**src/rtl/my_mem_arbiter.sv**
```systemverilog
// Two-master arbiter for a single shared data memory with a 1-cycle
// synchronous read. Master A is the CPU, master B is a secondary master.
// Grants are round-robin. A master holding lock keeps the grant, but only for a
// bounded number of cycles while the other master is waiting.
module my_mem_arbiter #(
  parameter int DATA_WIDTH = 8,
  parameter int ADDR_WIDTH = 8,
  parameter int MAX_LOCK   = 4
) (
  input  logic                  clk,
  input  logic                  rst,
  input  logic                  a_req,
  input  logic                  a_lock,
  input  logic                  a_we,
  input  logic [ADDR_WIDTH-1:0] a_addr,
  input  logic [DATA_WIDTH-1:0] a_wdata,
  input  logic                  b_req,
  input  logic                  b_lock,
  input  logic                  b_we,
  input  logic [ADDR_WIDTH-1:0] b_addr,
  input  logic [DATA_WIDTH-1:0] b_wdata,
  output logic                  a_gnt,
  output logic                  b_gnt,
  output logic                  a_rvalid,
  output logic                  b_rvalid,
  output logic [DATA_WIDTH-1:0] rdata,
  output logic                  mem_ctrl_write,
  output logic [ADDR_WIDTH-1:0] mem_addr,
  output logic [DATA_WIDTH-1:0] mem_data_out,
  input  logic [DATA_WIDTH-1:0] mem_data_in
);

  localparam int CNT_W = $clog2(MAX_LOCK + 1);
  localparam logic [CNT_W-1:0] LOCK_LIMIT = CNT_W'(MAX_LOCK);

  // One-hot owner encoding, so each grant output is a flop bit and never glitches.
  typedef enum logic [1:0] {
    IDLE  = 2'b00,
    OWN_A = 2'b01,
    OWN_B = 2'b10
  } state_t;

  state_t           state_q, state_d, arb_state;
  logic             ptr_q, ptr_d;          // 0: A wins a tie, 1: B wins a tie
  logic [CNT_W-1:0] lock_cnt_q, lock_cnt_d;
  logic             a_rvalid_q, a_rvalid_d;
  logic             b_rvalid_q, b_rvalid_d;

  assign a_gnt    = state_q[0];
  assign b_gnt    = state_q[1];
  assign a_rvalid = a_rvalid_q;
  assign b_rvalid = b_rvalid_q;
  assign rdata    = mem_data_in;

  // Fair pick used whenever the current grant ends (or no one owns the bus).
  always_comb begin
    arb_state = IDLE;
    if (a_req && b_req) begin
      arb_state = ptr_q ? OWN_B : OWN_A;
    end else if (a_req) begin
      arb_state = OWN_A;
    end else if (b_req) begin
      arb_state = OWN_B;
    end
  end

  // Next owner, lock bookkeeping and tie-break pointer update.
  always_comb begin
    state_d    = arb_state;
    lock_cnt_d = '0;
    ptr_d      = ptr_q;
    case (state_q)
      OWN_A: begin
        if (a_req && a_lock) begin
          if (!b_req) begin
            state_d = OWN_A;
          end else if (lock_cnt_q == LOCK_LIMIT) begin
            state_d = OWN_B;
          end else begin
            state_d    = OWN_A;
            lock_cnt_d = lock_cnt_q + CNT_W'(1);
          end
        end
      end
      OWN_B: begin
        if (b_req && b_lock) begin
          if (!a_req) begin
            state_d = OWN_B;
          end else if (lock_cnt_q == LOCK_LIMIT) begin
            state_d = OWN_A;
          end else begin
            state_d    = OWN_B;
            lock_cnt_d = lock_cnt_q + CNT_W'(1);
          end
        end
      end
      default: ;
    endcase
    // The master granted most recently loses the next tie.
    if (state_d == OWN_A) begin
      ptr_d = 1'b1;
    end else if (state_d == OWN_B) begin
      ptr_d = 1'b0;
    end
  end

  // A read executes when the owner still requests it in its grant cycle.
  // Data returns one cycle later.
  always_comb begin
    a_rvalid_d = a_gnt & a_req & ~a_we;
    b_rvalid_d = b_gnt & b_req & ~b_we;
  end

  // Memory port driven by the registered owner.
  // A request dropped by its grant cycle performs no write.
  always_comb begin
    mem_ctrl_write = 1'b0;
    mem_addr       = '0;
    mem_data_out   = '0;
    if (a_gnt) begin
      mem_ctrl_write = a_req & a_we;
      mem_addr       = a_addr;
      mem_data_out   = a_wdata;
    end else if (b_gnt) begin
      mem_ctrl_write = b_req & b_we;
      mem_addr       = b_addr;
      mem_data_out   = b_wdata;
    end
  end

  // Control state registers. Reset drops grants and pending read valids at once.
  always_ff @(posedge clk or posedge rst) begin
    if (rst) begin
      state_q    <= IDLE;
      ptr_q      <= 1'b0;
      lock_cnt_q <= '0;
      a_rvalid_q <= 1'b0;
      b_rvalid_q <= 1'b0;
    end else begin
      state_q    <= state_d;
      ptr_q      <= ptr_d;
      lock_cnt_q <= lock_cnt_d;
      a_rvalid_q <= a_rvalid_d;
      b_rvalid_q <= b_rvalid_d;
    end
  end

endmodule

```
**config.mk**
```make
export PLATFORM = sky130hd
export DESIGN_NAME = my_mem_arbiter
export DESIGN_NICKNAME = d
export VERILOG_FILES = /design/src/rtl/my_mem_arbiter.sv
export SDC_FILE = /design/constraint.sdc
export NUM_CORES = 1
export LEC_CHECK = 0
export CAP_MARGIN = 25
export CORE_AREA = 2 2 57 53
export CTS_CLUSTER_SIZE = 8
export DETAILED_ROUTE_END_ITERATION = 6
export DIE_AREA = 0 0 59 55
export PLACE_DENSITY = 0.88
export SKIP_CTS_REPAIR_TIMING = 1
export SLEW_MARGIN = 10
export SYNTH_ARGS = -nofsm -noshare
export SYNTH_HDL_FRONTEND = slang
export SYNTH_SLANG_ARGS = --single-unit
```
**constraint.sdc**
```tcl
create_clock -name clk -period 3.2 [get_ports clk]
set_clock_uncertainty 0.1 [all_clocks]
set_input_delay 0.8 -clock clk [delete_from_list [all_inputs] [get_ports clk]]
set_output_delay 0.8 -clock clk [all_outputs]
set_load 0.05 [all_outputs]
```
---- After elaboration in Yosys (flattened, before gate mapping) ----
Index checks and enable logic that the tools add are counted.
storage, ports and cells
  register bits after elaboration ......... 8
  bits of input ports ..................... 48
operators by class
  add/subtract/negate cells ............... 1
  equal/unequal tests ..................... 5
  mux-type cells .......................... 25
  bitwise logic cells ..................... 8
  reductions and logical operators ........ 4
operator list
  kind                                            number
  two-way mux 8 bit                               4
  two-way mux 2 bit                               10
  two-way mux 3 bit                               5
  bitwise AND 1 bit                               6
  one-hot mux 3 bit (2 select lines)              1
  == test 2 x 1 -> 1 bit (second input constant)  2
  == test 2 bit (second input constant)           2
  two-way mux 1 bit                               4
  one-hot mux 2 bit (2 select lines)              1
  adder 3 x 1 -> 3 bit (second input constant)    1
  == test 3 bit (second input constant)           1
  logical AND 1 bit                               3
  inverter 1 bit                                  2
  nonzero test 2 bit                              1

---- Depth between registers and ports, before layout ----
Gate-level depths: netlist of run 1.
  depth after elaboration ................. 8
  mapped depth ............................ 8
  gate-level depth less buffers ........... 7

---- Worst setup path before layout of run 1 ----
OpenSTA, ideal clock, no wires.
  path type ............................... flip-flop to flip-flop
  from .................................... register state_q[0]
  to ...................................... register ptr_q
  setup time .............................. 125 ps
  arrival ................................. 2,663 ps
  required time ........................... 2,975 ps
  setup slack ............................. 312 ps
  cell stages (with the launch flop) ...... 8
  buffers on the path ..................... 1
  period minus slack after synthesis ...... 2,888 ps
  cell sequence ........................... dfrtp_1 clkbuf_1 inv_1 ha_1 or4b_4 and3_1 ha_1 mux2_2
on the way
  longest elaborated chain between the ends .. 4
ends and longest elaborated chain
  item                                                     line      text
  start, declared                                          43        state_t state_q, state_d, arb_state;
  start signal, assigned                                   140       state_q <= state_d;
  == test 2 bit or == test 2 x 1 -> 1 bit (tied branches)  72        case (state_q)
  one-hot mux 2 bit (2 select lines) *                     72
  == test 2 x 1 -> 1 bit or == test 2 bit (tied branches)  100, 102
  two-way mux 1 bit or nonzero test 2 bit (tied branches)  --
  end signal, assigned                                     141       ptr_q <= ptr_d;
  end, declared                                            44        logic ptr_q, ptr_d;
Mark *: on every way between the ends. The rest lies on a longest branch, timed or not.
A chain may end at the register's enable or synchronous reset.

---- Worst setup path after layout of run 1 ----
  from .................................... input port b_req
  to ...................................... output port mem_ctrl_write
on the way
  longest elaborated chain between the ends .. 3
ends and longest elaborated chain
  item               line  text
  start, declared    17    input logic b_req,
  bitwise AND 1 bit  125   mem_ctrl_write = b_req & b_we;
  two-way mux 1 bit  124   end else if (b_gnt) begin
  two-way mux 1 bit  120   if (a_gnt) begin
  end, declared      27    output logic mem_ctrl_write,
No other way between the ends.

==> results of run 1 <==
## worst max-delay path: stages
cell	delay, ns
clkdlybuf4s50_1	0.62
nand3_1	0.10
o21ai_0	0.30
buf_12	0.18
## per-layer routing
layer | share of wire, % | vias to the layer above | GRT usage [%]
met5 | 0 | - | 0
met4 | 2.3 | 0 | 9.09
met3 | 12 | 7 | 3.72
met2 | 46 | 62 | 29.1
met1 | 39 | 385 | 18.1
li1 | - | 404 | -
## cell usage after synthesis
| master | number |
|---|---|
| buf_4 | 8 |
| o311ai_1 | 1 |
| nor2b_1 | 3 |
| a21boi_0 | 1 |
| ha_1 | 5 |
| inv_1 | 6 |
| and3_1 | 2 |
| dfrtp_1 | 8 |
| or4b_4 | 1 |
| nand2_1 | 5 |
| nand3_1 | 4 |
| nand4_1 | 2 |
| mux2_2 | 1 |
| nand3_2 | 1 |
| o211ai_1 | 3 |
| xnor2_1 | 1 |
| a22o_1 | 17 |
| or2b_1 | 1 |
| clkbuf_1 | 2 |
| nor2_1 | 7 |
| o21ai_0 | 2 |
| buf_2 | 1 |
## stage by stage
stage	hold slack, ns	setup slack (ns)	cells	power (mW)
after global placement	0.344	0.230	163	1.21
after detailed placement	0.360	0.156	163	1.23
final	0.370	0.298	167	1.32
after CTS	0.366	0.292	166	1.32
after floorplan	0.332	0.312	82	0.746
after global routing	0.386	0.190	167	1.37
## worst paths after layout
check / startpoint / endpoint / cells after the start
worst max register to register: state_q[0] / ptr_q / 6
worst min register to register: lock_cnt_q[0] / lock_cnt_q[0] / 1
worst max-delay path: b_req / mem_ctrl_write / 4
worst min-delay path: lock_cnt_q[0] / lock_cnt_q[0] / 1
max in group asynchronous: rst / lock_cnt_q[2] / 2
min in group asynchronous: rst / a_rvalid / 2
## area by class of cell
class,instances,area (µm²)
clock buffer,3,22.5
sequential,8,200
multi-input combinational,57,420
fill,221,1160
inverter,6,22.5
timing repair buffer,63,793
tap,30,37.5
## registers in the layout, summed over array words and instances, names as in the netlist
register	cells
lock_cnt_q	3
state_q	2
a_rvalid	1
b_rvalid	1
ptr_q	1
## where the power goes
| group | switching (mW) | internal [mW] | leakage, nW | total, mW |
|---|---|---|---|---|
| sequential | 0.0242 | 0.122 | 0.108 | 0.146 |
| clock | 0.0360 | 0.0430 | 0.0138 | 0.0791 |
| combinational | 0.592 | 0.502 | 0.507 | 1.09 |
## logic make-up after synthesis
family | synth area share (%)
AO/OA/AOI/OAI | 27.6
XOR/XNOR | 1.22
adder cells (fa/ha/maj) | 8.74
buffers and inverters | 13.3
flip-flops | 28.0
multiplexers | 1.57
AND/OR/NAND/NOR | 19.6
==> reports/metrics.cfg, run 1 <==
[synth]
synth.ff_latch_count = 8
yosysTopAreaCell = dfrtp_1
synthesis.instances = 82
synth_cell_type_count = 22
synth.net_count = 135
post_synth_main_area_contributors = dfrtp_1, a22o_1, ha_1
synth_top_area_share_pct = 28.0
mappedNetlistArea_um2 = 716
yosysWarnings = 0
synthesis.area_per_instance_um2 = 8.73
sequential_cell_area_fraction_in_the_yosys_report_pct = 28.0

[global_route]
first_global_vias = 854
all_layer_global_routing_usage_pct = 16.3
grt_remaining_overflow = 0
grt_first_pass_wirelength_mm = 3.88
grt_antenna_before_repair = 0
grt_start_max_net_pins = 18

[routing]
final_antenna_net_count = 0
drt_iter0_markers = 35
post-route-drc-count = 0
vias_per_cell = 5.14
drt_wl_total_mm = 2.70
drt_pre_antenna_iters = 6
routedWlPerCell_um = 16.1
routed-via-count = 858

[sta]
final_hold_viol_count = 0
timing_worst_slew_pin_value_ns = 0.522
rsz0062_at_grt = no
period_share_pct = 90.7
timing.fmax_ghz = 0.345
max-slew-margin-rel_pct = 65.1
fin_crit_ns = 2.90
report.final.slew_viol_count = 0
finalSetupTns_ns = 0
finalSetupViolations = 0

[worst_hold_path]
hold_path_class = reg -> reg

[clocking]
tritoncts.num_buffers = 3
clk-insertion-delay-late_ns = 0.26
clock_sink_count = 8
clk_transition_reported_paths_ns = 0.05
clockBufferDepth = 2
tritoncts = done
root_buffer = clkbuf_4
htreeDepth = 1

[worst_setup_path]
crit_required_ns = 2.30
worst_setup_path_class = in -> out
endpoint_kind = output pin
worst_case_register_to_register_setup_slack_ns = 0.77
worstPathMaxFanout = 8
cp.arrival_ns = 2.00
critPathLaunchType = input pin

[floorplanning]
core_area_um2 = 2660
fp-row-count = 18
fp.dieH_um = 55
floorplan.initialDensity_pct = 26.9
die_area_um2 = 3250
top_level_ports = 77
die_x_um = 59

[placed_design]
port_buffer_cells = 60
gp_routability_congestion = 0.884
placedInstanceArea_um2 = 1470
final_hpwl_dp_mm = 2.25

[run]
max_cap_violations = 0

[power_and_ir_drop]
ir_worst_vdd_v = 0.000284
cellPowerDensity_nw_per_um2 = 882
power.static_leakage_nw = 0.629

[cells_and_area]
final_cell_area_excluding_filler_cells_um2 = 1500
final_net_count = 192
synthesis_to_layout_area_growth_pct = 109
utilization_pct = 56.3
final_common_cell = clkdlybuf4s50_1
most-common-layout-cells = clkdlybuf4s50_1, a22o_1, buf_12, dfrtp_1, nor2_1
antenna_cells_inserted = 0
final_layout_size_suffix_gt1_share_pct = 19.0

[outcome]
status = finished, final reports clean

(Power assumes the default switching activity.)
==> inputs of run 2 (changes only) <==
--- a/config.mk
+++ b/config.mk
@@ -10,7 +10,7 @@
 export CTS_CLUSTER_SIZE = 8
 export DETAILED_ROUTE_END_ITERATION = 6
 export DIE_AREA = 0 0 59 55
-export PLACE_DENSITY = 0.88
+export PLACE_DENSITY = 0.78
 export SKIP_CTS_REPAIR_TIMING = 1
 export SLEW_MARGIN = 10
 export SYNTH_ARGS = -nofsm -noshare
==> run 2 against run 1 <==
Compared with the run above:
- utilization did not move
- sequential share of layout area did not move
- non-clock buffer count did not move
- first-iteration DRC count grew 63%
- critical path type is now reg -> out
- global-route usage up 1.5 points
- total power decreased by 0.84%
- wire length increased by 5.6%
- count of clock-buffer cells in the layout is the same
==> reports/metrics.cfg, run 2 (same netlist as run 1, synthesis figures left out) <==
[cells_and_area]
antenna_cells_inserted = 0
max_flop_register = lock_cnt_q
synthesis_to_layout_area_growth_pct = 109
most-common-layout-cells = clkdlybuf4s50_1, a22o_1, buf_12, dfrtp_1, nor2_1
final_cell_area_excluding_filler_cells_um2 = 1500
final_common_cell = clkdlybuf4s50_1
number_of_flip_flops_under_the_largest_register_name = 3
fillCellCount = 223
largestRegisters = lock_cnt_q: 3 flops, state_q: 2 flops
final_layout_size_suffix_gt1_share_pct = 19.0
final_net_count = 192

[routing]
final_antenna_net_count = 0
routedWlPerCell_um = 17.0
drt_wl_total_mm = 2.85
vias_per_cell = 5.22
post-route-drc-count = 0
drt_pre_antenna_iters = 4
drt_iter0_markers = 57
routed-via-count = 872

[floorplanning]
fp-row-count = 18
top_level_ports = 77
die_x_um = 59
floorplan.initialDensity_pct = 26.9
core_area_um2 = 2660
fp.dieH_um = 55
die_area_um2 = 3250

[clocking]
clk_transition_reported_paths_ns = 0.06
clk-insertion-delay-late_ns = 0.26
htreeDepth = 1
clockBufferDepth = 2
clock_sink_count = 8
root_buffer = clkbuf_4
tritoncts.num_buffers = 3
tritoncts = done

[worst_setup_path]
worst_case_register_to_register_setup_slack_ns = 0.70
endpoint_kind = output pin
crit_path_cell_trace = nor2_1, a22o_1, buf_12
timing.critical_path.slowest_cell_delay_ns = 0.78
crit_required_ns = 2.30
reg2regPathDepth = 6
worst-path-stages = 3
crit_reg_reg_startpoint = state_q[0]
critical_path.n_buffers_inverters = 1
worstPathMaxFanout = 16
cp.arrival_ns = 1.97
cell_with_the_largest_stage_delay_on_the_worst_path = nor2_1
worst_setup_path_class = reg -> out
critical_path.top_delay_family = simple AND/OR/NAND/NOR gates
regToRegEndpoint = ptr_q
critPathLaunchType = flop

[worst_hold_path]
worstHoldPathCells = 1
hold_path_class = reg -> reg
hold_path_end = lock_cnt_q[0]
hold_start = lock_cnt_q[0]

[global_route]
first_global_vias = 843
grt_start_max_net_pins = 17
grt_remaining_overflow = 0
grt_first_pass_wirelength_mm = 4.22
all_layer_global_routing_usage_pct = 17.8
grt_antenna_before_repair = 0

[power_and_ir_drop]
clock_power_share_pct = 5.9
combinationalPowerShare_pct = 82.8
share_seq_of_total_power_pct = 11.3
power.static_leakage_nw = 0.628
net_load_switching_power_mw = 0.645
cellPowerDensity_nw_per_um2 = 874
ir_worst_vdd_v = 0.000369
switching_share_pct = 49.3
intPower_mw = 0.664

[outcome]
status = finished, final reports clean

[sta]
finalSetupViolations = 0
report.final.slew_viol_count = 0
rsz0062_at_grt = no
timing_worst_slew_pin_value_ns = 0.982
fin_crit_ns = 2.87
final_hold_viol_count = 0
finalSetupTns_ns = 0
max-slew-margin-rel_pct = 34.3
timing.fmax_ghz = 0.349
period_share_pct = 89.6

[placed_design]
final_hpwl_dp_mm = 2.40
port_buffer_cells = 60
gp_routability_congestion = 0.862
placedInstanceArea_um2 = 1470

[run]
max_cap_violations = 0

## run 2: area by class of cell
| type | instances | area (µm²) | share of cell area (%) |
|---|---|---|---|
| Sequential cell | 8 | 200 | 13.4 |
| Timing Repair Buffer | 63 | 793 | 53.0 |
| Inverter | 6 | 22.5 | 1.51 |
| Clock buffer | 3 | 22.5 | 1.51 |
| Tap cell | 30 | 37.5 | 2.51 |
| Multi-Input combinational cell | 57 | 420 | 28.1 |
## run 2: power by group through the flow
| stage | registers (mW) | clock network (mW) | logic (mW) |
|---|---|---|---|
| 2_1_floorplan | 0.189 | 0 | 0.558 |
| 3_3_place_gp | 0.148 | 0 | 1.06 |
| 3_5_place_dp | 0.149 | 0 | 1.09 |
| 4_1_cts | 0.148 | 0.0786 | 1.09 |
| 5_1_grt | 0.152 | 0.0835 | 1.13 |
| 6_report | 0.147 | 0.0775 | 1.08 |
## run 2: worst max-delay path by stage
stage | slack [ns] | from | to
finish | 0.33 | state_q[0] | mem_addr[4]
global route | 0.17 | state_q[1] | mem_addr[4]
CTS | 0.30 | state_q[0] | mem_addr[4]
detailed placement | 0.25 | a_lock | ptr_q
global placement | 0.30 | a_req | ptr_q
floorplan | 0.31 | state_q[0] | ptr_q
## run 2: stage by stage
stage                     setup WS (ns)  total power [mW]  utilization, %  std cells  hold slack, ns
after floorplan                   0.312             0.746               -         82           0.332
after global placement            0.300              1.21            55.5        164           0.344
after global routing              0.170              1.37            56.3        167           0.387
after detailed placement          0.248              1.24            55.5        164           0.365
final                             0.334              1.31            56.3        167           0.364
after CTS                         0.302              1.32            56.3        167           0.368
## run 2: per-layer routing
layer | up-vias | share of wire [%] | GRT usage, %
li1 | 404 | - | -
met1 | 390 | 40 | 20.3
met5 | - | 0 | 0
met4 | 0 | 1.5 | 4.55
met3 | 6 | 11 | 5.12
met2 | 72 | 48 | 33.0
